### src/rtl/jogo_pkg.sv
// Shared types for the memory-game controller.
// Holds the 4-bit state codes and the default play timeout.
package jogo_pkg;

  localparam int TIMEOUT_CYCLES_DEF = 5000;

  typedef enum logic [3:0] {
    INICIAL        = 4'h0,
    PREPARA        = 4'h1,
    INICIO_RODADA  = 4'h2,
    ESPERA         = 4'h3,
    REGISTRA       = 4'h4,
    COMPARA        = 4'h5,
    PROXIMA_JOGADA = 4'h6,
    PROXIMA_RODADA = 4'h7,
    FIM_ACERTO     = 4'hA,
    FIM_TIMEOUT    = 4'hD,
    FIM_ERRO       = 4'hE
  } estado_t;

endpackage

### src/rtl/contador_timeout.sv
// Play-timeout counter: counts while conta, saturates, never wraps.
// Ports: clock, reset (async low), zera (clear), conta (count), fim.
module contador_timeout #(
  parameter int M = 5000
) (
  input  logic clock,
  input  logic reset,
  input  logic zera,
  input  logic conta,
  output logic fim
);

  localparam int W = (M > 1) ? $clog2(M) : 1;
  localparam logic [W-1:0] LAST = W'(M - 1);

  logic [W-1:0] cnt;

  // fim is registered: it rises on the edge that follows the count
  // reaching M-1, i.e. after M full counting cycles.
  always_ff @(posedge clock or negedge reset) begin
    if (!reset) begin
      cnt <= '0;
      fim <= 1'b0;
    end else if (zera) begin
      cnt <= '0;
      fim <= 1'b0;
    end else if (conta) begin
      if (cnt == LAST) begin
        fim <= 1'b1;
      end else begin
        cnt <= cnt + 1'b1;
      end
    end
  end

endmodule

### src/rtl/unidade_controle_jogo.sv
// Moore controller sequencing the memory-game datapath.
// In: jogar, tem_jogada, igual, fim_rodada, fim_jogo. Out: E/L/R controls,
// pronto/ganhou/perdeu, db_timeout, db_estado (state code).
module unidade_controle_jogo
  import jogo_pkg::*;
#(
  parameter int TIMEOUT_CYCLES = TIMEOUT_CYCLES_DEF
) (
  input  logic       clock,
  input  logic       reset,
  input  logic       jogar,
  input  logic       tem_jogada,
  input  logic       igual,
  input  logic       fim_rodada,
  input  logic       fim_jogo,
  output logic       zeraE,
  output logic       contaE,
  output logic       zeraL,
  output logic       contaL,
  output logic       zeraR,
  output logic       registraR,
  output logic       pronto,
  output logic       ganhou,
  output logic       perdeu,
  output logic       db_timeout,
  output logic [3:0] db_estado
);

  estado_t estado;
  estado_t prox;
  logic    tem_jogada_d;
  logic    jogada;
  logic    fim_t;
  logic    conta_t;

  always_ff @(posedge clock or negedge reset) begin
    if (!reset) begin
      estado       <= INICIAL;
      tem_jogada_d <= 1'b0;
    end else begin
      estado       <= prox;
      tem_jogada_d <= tem_jogada;
    end
  end

  // one play per press, however long the button is held
  assign jogada  = tem_jogada & ~tem_jogada_d;
  assign conta_t = (estado == ESPERA);

  contador_timeout #(
    .M(TIMEOUT_CYCLES)
  ) u_timer (
    .clock(clock),
    .reset(reset),
    .zera (~conta_t),
    .conta(conta_t),
    .fim  (fim_t)
  );

  always_comb begin
    prox = INICIAL;
    case (estado)
      INICIAL:        prox = jogar ? PREPARA : INICIAL;
      PREPARA:        prox = INICIO_RODADA;
      INICIO_RODADA:  prox = ESPERA;
      ESPERA: begin
        if (jogada)     prox = REGISTRA;
        else if (fim_t) prox = FIM_TIMEOUT;
        else            prox = ESPERA;
      end
      REGISTRA:       prox = COMPARA;
      COMPARA: begin
        if (!igual)          prox = FIM_ERRO;
        else if (!fim_rodada) prox = PROXIMA_JOGADA;
        else if (!fim_jogo)  prox = PROXIMA_RODADA;
        else                 prox = FIM_ACERTO;
      end
      PROXIMA_JOGADA: prox = ESPERA;
      PROXIMA_RODADA: prox = INICIO_RODADA;
      FIM_ACERTO:     prox = jogar ? PREPARA : FIM_ACERTO;
      FIM_ERRO:       prox = jogar ? PREPARA : FIM_ERRO;
      FIM_TIMEOUT:    prox = jogar ? PREPARA : FIM_TIMEOUT;
      default:        prox = INICIAL;
    endcase
  end

  always_comb begin
    zeraE      = 1'b0;
    contaE     = 1'b0;
    zeraL      = 1'b0;
    contaL     = 1'b0;
    zeraR      = 1'b0;
    registraR  = 1'b0;
    pronto     = 1'b0;
    ganhou     = 1'b0;
    perdeu     = 1'b0;
    db_timeout = 1'b0;
    unique case (1'b1)
      (estado == PREPARA): begin
        zeraE = 1'b1;
        zeraL = 1'b1;
        zeraR = 1'b1;
      end
      (estado == INICIO_RODADA):  zeraE = 1'b1;
      (estado == REGISTRA):       registraR = 1'b1;
      (estado == PROXIMA_JOGADA): contaE = 1'b1;
      (estado == PROXIMA_RODADA): contaL = 1'b1;
      (estado == FIM_ACERTO): begin
        pronto = 1'b1;
        ganhou = 1'b1;
      end
      (estado == FIM_ERRO): begin
        pronto = 1'b1;
        perdeu = 1'b1;
      end
      (estado == FIM_TIMEOUT): begin
        pronto     = 1'b1;
        perdeu     = 1'b1;
        db_timeout = 1'b1;
      end
      default: ;
    endcase
  end

  assign db_estado = estado;

endmodule

### config.mk
export PLATFORM = sky130hd
export DESIGN_NAME = unidade_controle_jogo
export DESIGN_NICKNAME = d
export VERILOG_FILES = /design/src/rtl/jogo_pkg.sv /design/src/rtl/contador_timeout.sv /design/src/rtl/unidade_controle_jogo.sv
export SDC_FILE = /design/constraint.sdc
export NUM_CORES = 1
export LEC_CHECK = 0
export ABC_AREA = 0
export ABC_CLOCK_PERIOD_IN_PS = 1900
export CORE_MARGIN = 3
export CORE_UTILIZATION = 34
export CTS_CLUSTER_SIZE = 12
export DETAILED_ROUTE_END_ITERATION = 12
export PLACE_DENSITY = 0.68
export RECOVER_POWER = 25
export SLEW_MARGIN = 20
export SYNTH_ARGS = -nofsm -noshare
export SYNTH_HDL_FRONTEND = slang
export SYNTH_SLANG_ARGS = --single-unit
### constraint.sdc
create_clock -name clock -period 1.9 [get_ports clock]
set_clock_uncertainty 0.15 [all_clocks]
set_input_delay 0.285 -clock clock [delete_from_list [all_inputs] [get_ports clock]]
set_output_delay 0.285 -clock clock [all_outputs]
set_load 0.01 [all_outputs]
==> qor.csv, run 1 <==
stage;metric;value;unit
floorplanning;die_w;63.9;µm
critical_path;arrival;1.45;ns
critical_path;worstReg2RegEnd;u_timer.cnt[1];
finish;area_delta_synth_final;32.2;%
placement;globalplace.congestion;0.810;
min_path;min_path_cells;2;
run;cap_viol_max_count;0;
detailed_routing;ant_nets;0;
timing;timing.final.crit_share;0.991;
global_route;grt_pass1_wl;4850;µm
critical_path;crit-reg2reg-launch;u_timer.cnt[3];
timing;hold_violations;0;
power_and_ir_drop;ir_worst_vdd;0.000617;V
critical_path;cp_num_cells;3;
logic_synthesis;syn_avg_cell_area;8.91;µm²
timing;worst_pin_slew;1.06;ns
floorplanning;row_count;20;
detailed_routing;wl_met2;1370;µm
finish;final_cells;207;
critical_path;crit_start;db_estado[1];
clock_network;htree_levels;1;
power_and_ir_drop;leakage;0.632;nW
logic_synthesis;synthFlopType;dfrtp_1;
placement;portBuffers;20;
timing;holdWs;0.399;ns
timing;clock.fmax;531;MHz
clock_network;cts_tree;yes;
finish;final_util;0.482;
global_route;grt_max_degree;20;
critical_path;cp_max_fo;7;
logic_synthesis;ys_ff_latch;19;
floorplanning;start_util;0.364;
logic_synthesis;ys_seq_area_frac;0.417;
critical_path;cp_top_family;flip-flops;
min_path;hp-class;reg -> reg;
logic_synthesis;synthArstFlopShare;1.00;
placement;dp_hpwl;2050;µm
timing;rsz0062_at_grt;true;
clock_network;cts-root-buf;clkbuf_4;
finish;num_antenna_cells;0;
timing;finalSetupViolCount;0;
detailed_routing;wl_met1;1260;µm
timing;tns;0;ns
critical_path;worstPathCellList;nand2b_2, a211oi_1, clkdlybuf4s15_2;
finish;mostFrequentLayoutCells;dfrtp_1, buf_4, nand2_1, a21oi_1, nor2_1;
detailed_routing;drt_iter0_markers;50;
finish;fill_cells;315;
finish;nNetsFinal;172;
logic_synthesis;syn_area;1140;µm²
logic_synthesis;synthesis.nets;136;
floorplanning;die_height;63.9;µm
timing;finalCriticalPeriod;1.88;ns
timing;maxSlewHeadroom;0.291;
critical_path;r2r_slack;0.09;ns
min_path;hold_start;u_timer.cnt[12];
logic_synthesis;yosys_warnings;0;
critical_path;criticalPathCategory;reg -> out;
critical_path;slowest_stage;dfrtp_1;
global_route;antenna_found_initial;0;
detailed_routing;routedWlPerCell;13.6;µm
detailed_routing;wl;2810;µm
timing;slew_viol_final;0;
detailed_routing;route.detailed.drc;0;
clock_network;cts-buffers-inserted;3;
min_path;min_to;u_timer.cnt[12];
critical_path;required;1.46;ns
floorplanning;pin_count;21;
logic_synthesis;synth_cell_type_count;37;
detailed_routing;vias;1104;
logic_synthesis;syn_inst;128;
global_route;grt_pass1_vias;1097;
logic_synthesis;synth-edff-count;0;
critical_path;worstSetupEndpointType;primary output;
clock_network;cts_hold_buf;0;
critical_path;cp.buffers_inverters;1;
clock_network;clk_pin_slew;0.12;ns
placement;dp.cells;200;
detailed_routing;viasPerCell;5.33;
clock_network;cts.sinks;19;
finish;drive_gt1_frac;0.233;
critical_path;max_stage_delay;0.39;ns
floorplanning;core-area;3130;µm²
detailed_routing;wl_met3;134;µm
run_status;status;finished, final reports clean;
clock_network;clock_latency;0.31;ns
detailed_routing;firstDrtPassIters;4;
global_route;gr-total-overflow;0;
detailed_routing;top_layer;met4;
power_and_ir_drop;power_density;1050;nW/µm²
clock_network;clk_path_buf_depth;2;
power_and_ir_drop;power.total;1.57;mW
critical_path;rr_worst_depth;3;
floorplanning;die_area;4080;µm²
global_route;gr-usage-all-layers;0.148;
critical_path;startpoint_type;flop;
==> metal layers <==
| layer | up-vias | global-route usage |
|---|---|---|
| met5 | - | 0 |
| met4 | 0 | 0.0647 |
| met3 | 7 | 0.0246 |
| met2 | 36 | 0.267 |
| met1 | 526 | 0.170 |
| li1 | 535 | - |
==> sequential cells by signal, summed over array words and instances (netlist names) <==
| signal | flops |
|---|---|
| db_estado | 4 |
| tem_jogada_d | 1 |
| u_timer.cnt | 13 |
| u_timer.fim | 1 |
==> cell families after synthesis <==
kind of cell / after synthesis / synth area share
muxes: 4 / 0.0351
AOI/OAI and AO/OA: 29 / 0.166
and+or+nand+nor: 60 / 0.304
xor gates and xnor gates: 1 / 0.00769
DFF: 19 / 0.417
buffers and inverters: 14 / 0.0593
adders and majority gates: 1 / 0.0110
==> cell usage after synthesis, types with 2 or more instances <==
cell	instances	area (µm²)
a21oi_1	9	45.0
nand2b_1	8	50.1
o31ai_1	3	22.5
mux2i_1	4	40.0
clkbuf_1	3	11.3
o21ai_0	4	20.0
or3_1	3	18.8
nor4_1	2	12.5
a211oi_1	2	15.0
nand2_1	17	63.8
dfrtp_1	19	475
o21a_1	3	22.5
or4_1	5	37.5
inv_1	6	22.5
buf_2	3	15.0
nor3_1	4	20.0
nor2_1	8	30.0
nand3_1	5	25.0
nand4_1	2	12.5
==> layout make-up <==
cell class | instances | area, µm² | area share
clock inverters | 1 | 5.00 | 0.00332
clock buffers | 3 | 22.5 | 0.0150
well taps | 44 | 55.1 | 0.0365
repair buffers | 39 | 308 | 0.204
flip-flops and latches | 19 | 477 | 0.316
multi-input cells | 95 | 617 | 0.409
inverters | 6 | 22.5 | 0.0150
==> tightest hold or removal path: stages, from the launching register on <==
cell and delay [ns]:
dfrtp_1 0.40, nand2_1 0.06, mux2i_1 0.06
==> worst max path at each step <==
stage	endpoint	slack (ns)
after CTS	contaL	-0.008
final	zeraE	0.02
after detailed placement	pronto	0.000004
after global placement	registraR	0.008
after global routing	zeraE	-0.05
after floorplan	zeraR	0.08
==> report_power, final <==
part / internal [mW] / switching (mW)
Combinational: 0.417 / 0.428
Sequential: 0.457 / 0.0537
Clock: 0.0787 / 0.140
Total: 0.953 / 0.621
==> per-stage QoR <==
stage | worst slack (ns) | area (µm²)
floorplan | 0.0813 | 1140
global placement | 0.00796 | 1470
detailed placement | 0.00000422 | 1470
CTS | -0.00798 | 1520
global route | -0.0519 | 1510
finish | 0.0172 | 1510
==> what timing repair did <==
action / CTS / global route
endpoints found under the setup margin: 11 / 12
setup buffers: 2 / 1
pin swaps: 0 / 1
resized for setup: 24 / 11
Note: power is estimated with default switching activity, not from simulation.
==> run 2: changes to the inputs <==
--- a/config.mk
+++ b/config.mk
@@ -11,6 +11,7 @@
 export CORE_UTILIZATION = 34
 export CTS_CLUSTER_SIZE = 12
 export DETAILED_ROUTE_END_ITERATION = 12
+export GPL_TIMING_DRIVEN = 0
 export PLACE_DENSITY = 0.68
 export RECOVER_POWER = 25
 export SLEW_MARGIN = 20
==> qor.csv, run 2 (synthesis results as in run 1) <==
stage;metric;value;unit
run_status;status;finished, final reports clean;
timing;finalSetupViolCount;0;
detailed_routing;vias;1081;
finish;drive_gt1_frac;0.284;
global_route;grt_pass1_vias;1073;
clock_network;cts.sinks;19;
run;cap_viol_max_count;0;
power_and_ir_drop;power_switching;0.657;mW
clock_network;clk_pin_slew;0.11;ns
global_route;gr-total-overflow;0;
placement;portBuffers;20;
clock_network;clock_latency;0.30;ns
global_route;antenna_found_initial;0;
floorplanning;start_util;0.364;
global_route;grt_max_degree;20;
detailed_routing;ant_nets;0;
critical_path;startpoint_type;flop;
finish;final_util;0.496;
power_and_ir_drop;power_density;1070;nW/µm²
finish;nNetsFinal;171;
power_and_ir_drop;combPwrFrac;0.579;
timing;maxSlewHeadroom;0.428;
power_and_ir_drop;leakage;0.626;nW
finish;area_delta_synth_final;36.2;%
timing;timing.final.crit_share;0.977;
power_and_ir_drop;p_seq_frac;0.297;
critical_path;cp_max_fo;6;
power_and_ir_drop;power.total;1.67;mW
placement;placed_cell_area;1400;µm²
floorplanning;die_area;4080;µm²
detailed_routing;viasPerCell;5.25;
critical_path;worstSetupEndpointType;primary output;
placement;globalplace.congestion;0.800;
power_and_ir_drop;ir_worst_vdd;0.000648;V
clock_network;htree_levels;1;
finish;largest_reg_flops;13;
detailed_routing;routedWlPerCell;13.2;µm
critical_path;arrival;1.42;ns
finish;mostFrequentLayoutCells;buf_4, nand2_1, dfrtp_1, a21oi_1, nor2_1;
global_route;grt_pass1_wl;4840;µm
power_and_ir_drop;netSwitchingFraction;0.394;
placement;dp_hpwl;1860;µm
detailed_routing;route.detailed.drc;0;
power_and_ir_drop;clkPwrFrac;0.124;
detailed_routing;wl;2730;µm
finish;num_antenna_cells;0;
detailed_routing;firstDrtPassIters;4;
timing;worst_pin_slew;0.856;ns
clock_network;cts-root-buf;clkbuf_4;
min_path;hp-class;in -> async;
timing;slew_viol_final;0;
timing;rsz0062_at_grt;true;
critical_path;slowest_stage;dfrtp_1;
timing;clock.fmax;539;MHz
critical_path;criticalPathCategory;reg -> out;
critical_path;max_stage_delay;0.41;ns
global_route;gr-usage-all-layers;0.144;
clock_network;clk_path_buf_depth;2;
floorplanning;core-area;3130;µm²
finish;regMostFlops;u_timer.cnt;
floorplanning;die_height;63.9;µm
floorplanning;die_w;63.9;µm
floorplanning;row_count;20;
clock_network;cts_tree;yes;
detailed_routing;drt_iter0_markers;50;
clock_network;cts-buffers-inserted;3;
finish;fin_area;1550;µm²
power_and_ir_drop;internal_power;1.01;mW
timing;hold_violations;0;
critical_path;worstPathCellList;buf_6, buf_4, nand2b_4, o21a_1, nor2_1, buf_2;
floorplanning;pin_count;21;
critical_path;required;1.46;ns
timing;finalCriticalPeriod;1.86;ns
[run 2: cell types whose count changed in the layout (fill, tap and decap cells not counted), sizes merged]
cell / before / now
buf: 20 / 23
clkbuf: 8 / 5
clkdlybuf4s15: 2 / 3
clkdlybuf4s50: 5 / 6
dlygate4sd2: 4 / 1
[run 2: area by class of cell]
cell class                      instances  area (µm²)
Sequential cell                        19         478
Fill cell                             309        1580
Clock inverter                          1        5.00
Timing Repair Buffer                   33         270
Clock buffer                            3        22.5
Buffer                                  5        45.0
Multi-Input combinational cell         95         654
Inverter                                6        22.5
Tap cell                               44        55.1
[run 2: worst max-delay path, delay by kind of cell (launching register included)]
family	cells	cell delay, ns
buffers and inverters	3	0.41
AOI/OAI and AO/OA	1	0.14
DFF	1	0.41
and+or+nand+nor	2	0.15
[run 2: path summary, 6_finish.rpt]
| kind | startpoint | end | slack (ns) | cells past startpoint |
|---|---|---|---|---|
| max reg2reg | u_timer.cnt[4] | u_timer.cnt[0] | 0.11 | 4 |
| max | db_estado[1] | pronto | 0.04 | 6 |
| max in group asynchronous | reset | u_timer.cnt[3] | 0.63 | 1 |
| min reg2reg | u_timer.fim | db_estado[1] | 0.39 | 1 |
| min in group clock | u_timer.fim | db_estado[1] | 0.39 | 1 |
| min | reset | u_timer.cnt[8] | 0.37 | 1 |
[run 2: layer usage]
metal	up-vias	routed length, µm	global-route usage
li1	537	-	-
met2	24	1380	0.258
met5	-	0	0
met3	5	101	0.0193
met1	515	1210	0.174
met4	0	36	0.0485
[run 2: power groups by stage]
stage / logic, mW / clock network [mW] / registers (mW)
after floorplan: 0.471 / 0 / 0.509
after CTS: 0.896 / 0.212 / 0.494
after global routing: 1.06 / 0.226 / 0.503
final: 0.966 / 0.206 / 0.496
after global placement: 0.743 / 0 / 0.498
after detailed placement: 0.760 / 0 / 0.501
[run 2: what timing repair did]
item	CTS	global route
hold endpoints to repair	0	0
pin swaps	3	2
setup buffers	9	4
hold buffers	0	0
setup endpoints to repair	13	11
gates resized for setup	45	12
[run 2: metrics by stage]
step	std cells	setup WS (ns)	setup TNS (ns)	hold WS, ns
6_report	206	0.0442	0	0.372
4_1_cts	203	-0.0429	-0.0429	0.291
3_5_place_dp	192	-0.326	-1.81	0.373
2_1_floorplan	128	0.0813	0	-0.161
5_1_grt	206	-0.0335	-0.0693	0.430
3_3_place_gp	192	-0.328	-1.84	0.374
==> run 3: changes to the inputs <==
--- a/config.mk
+++ b/config.mk
@@ -12,6 +12,7 @@
 export CTS_CLUSTER_SIZE = 12
 export DETAILED_ROUTE_END_ITERATION = 12
 export GPL_TIMING_DRIVEN = 0
+export HOLD_SLACK_MARGIN = 0.12
 export PLACE_DENSITY = 0.68
 export RECOVER_POWER = 25
 export SLEW_MARGIN = 20
==> results of run 3 <==
Final layout, timing and power as in run 2 (identical DEF).
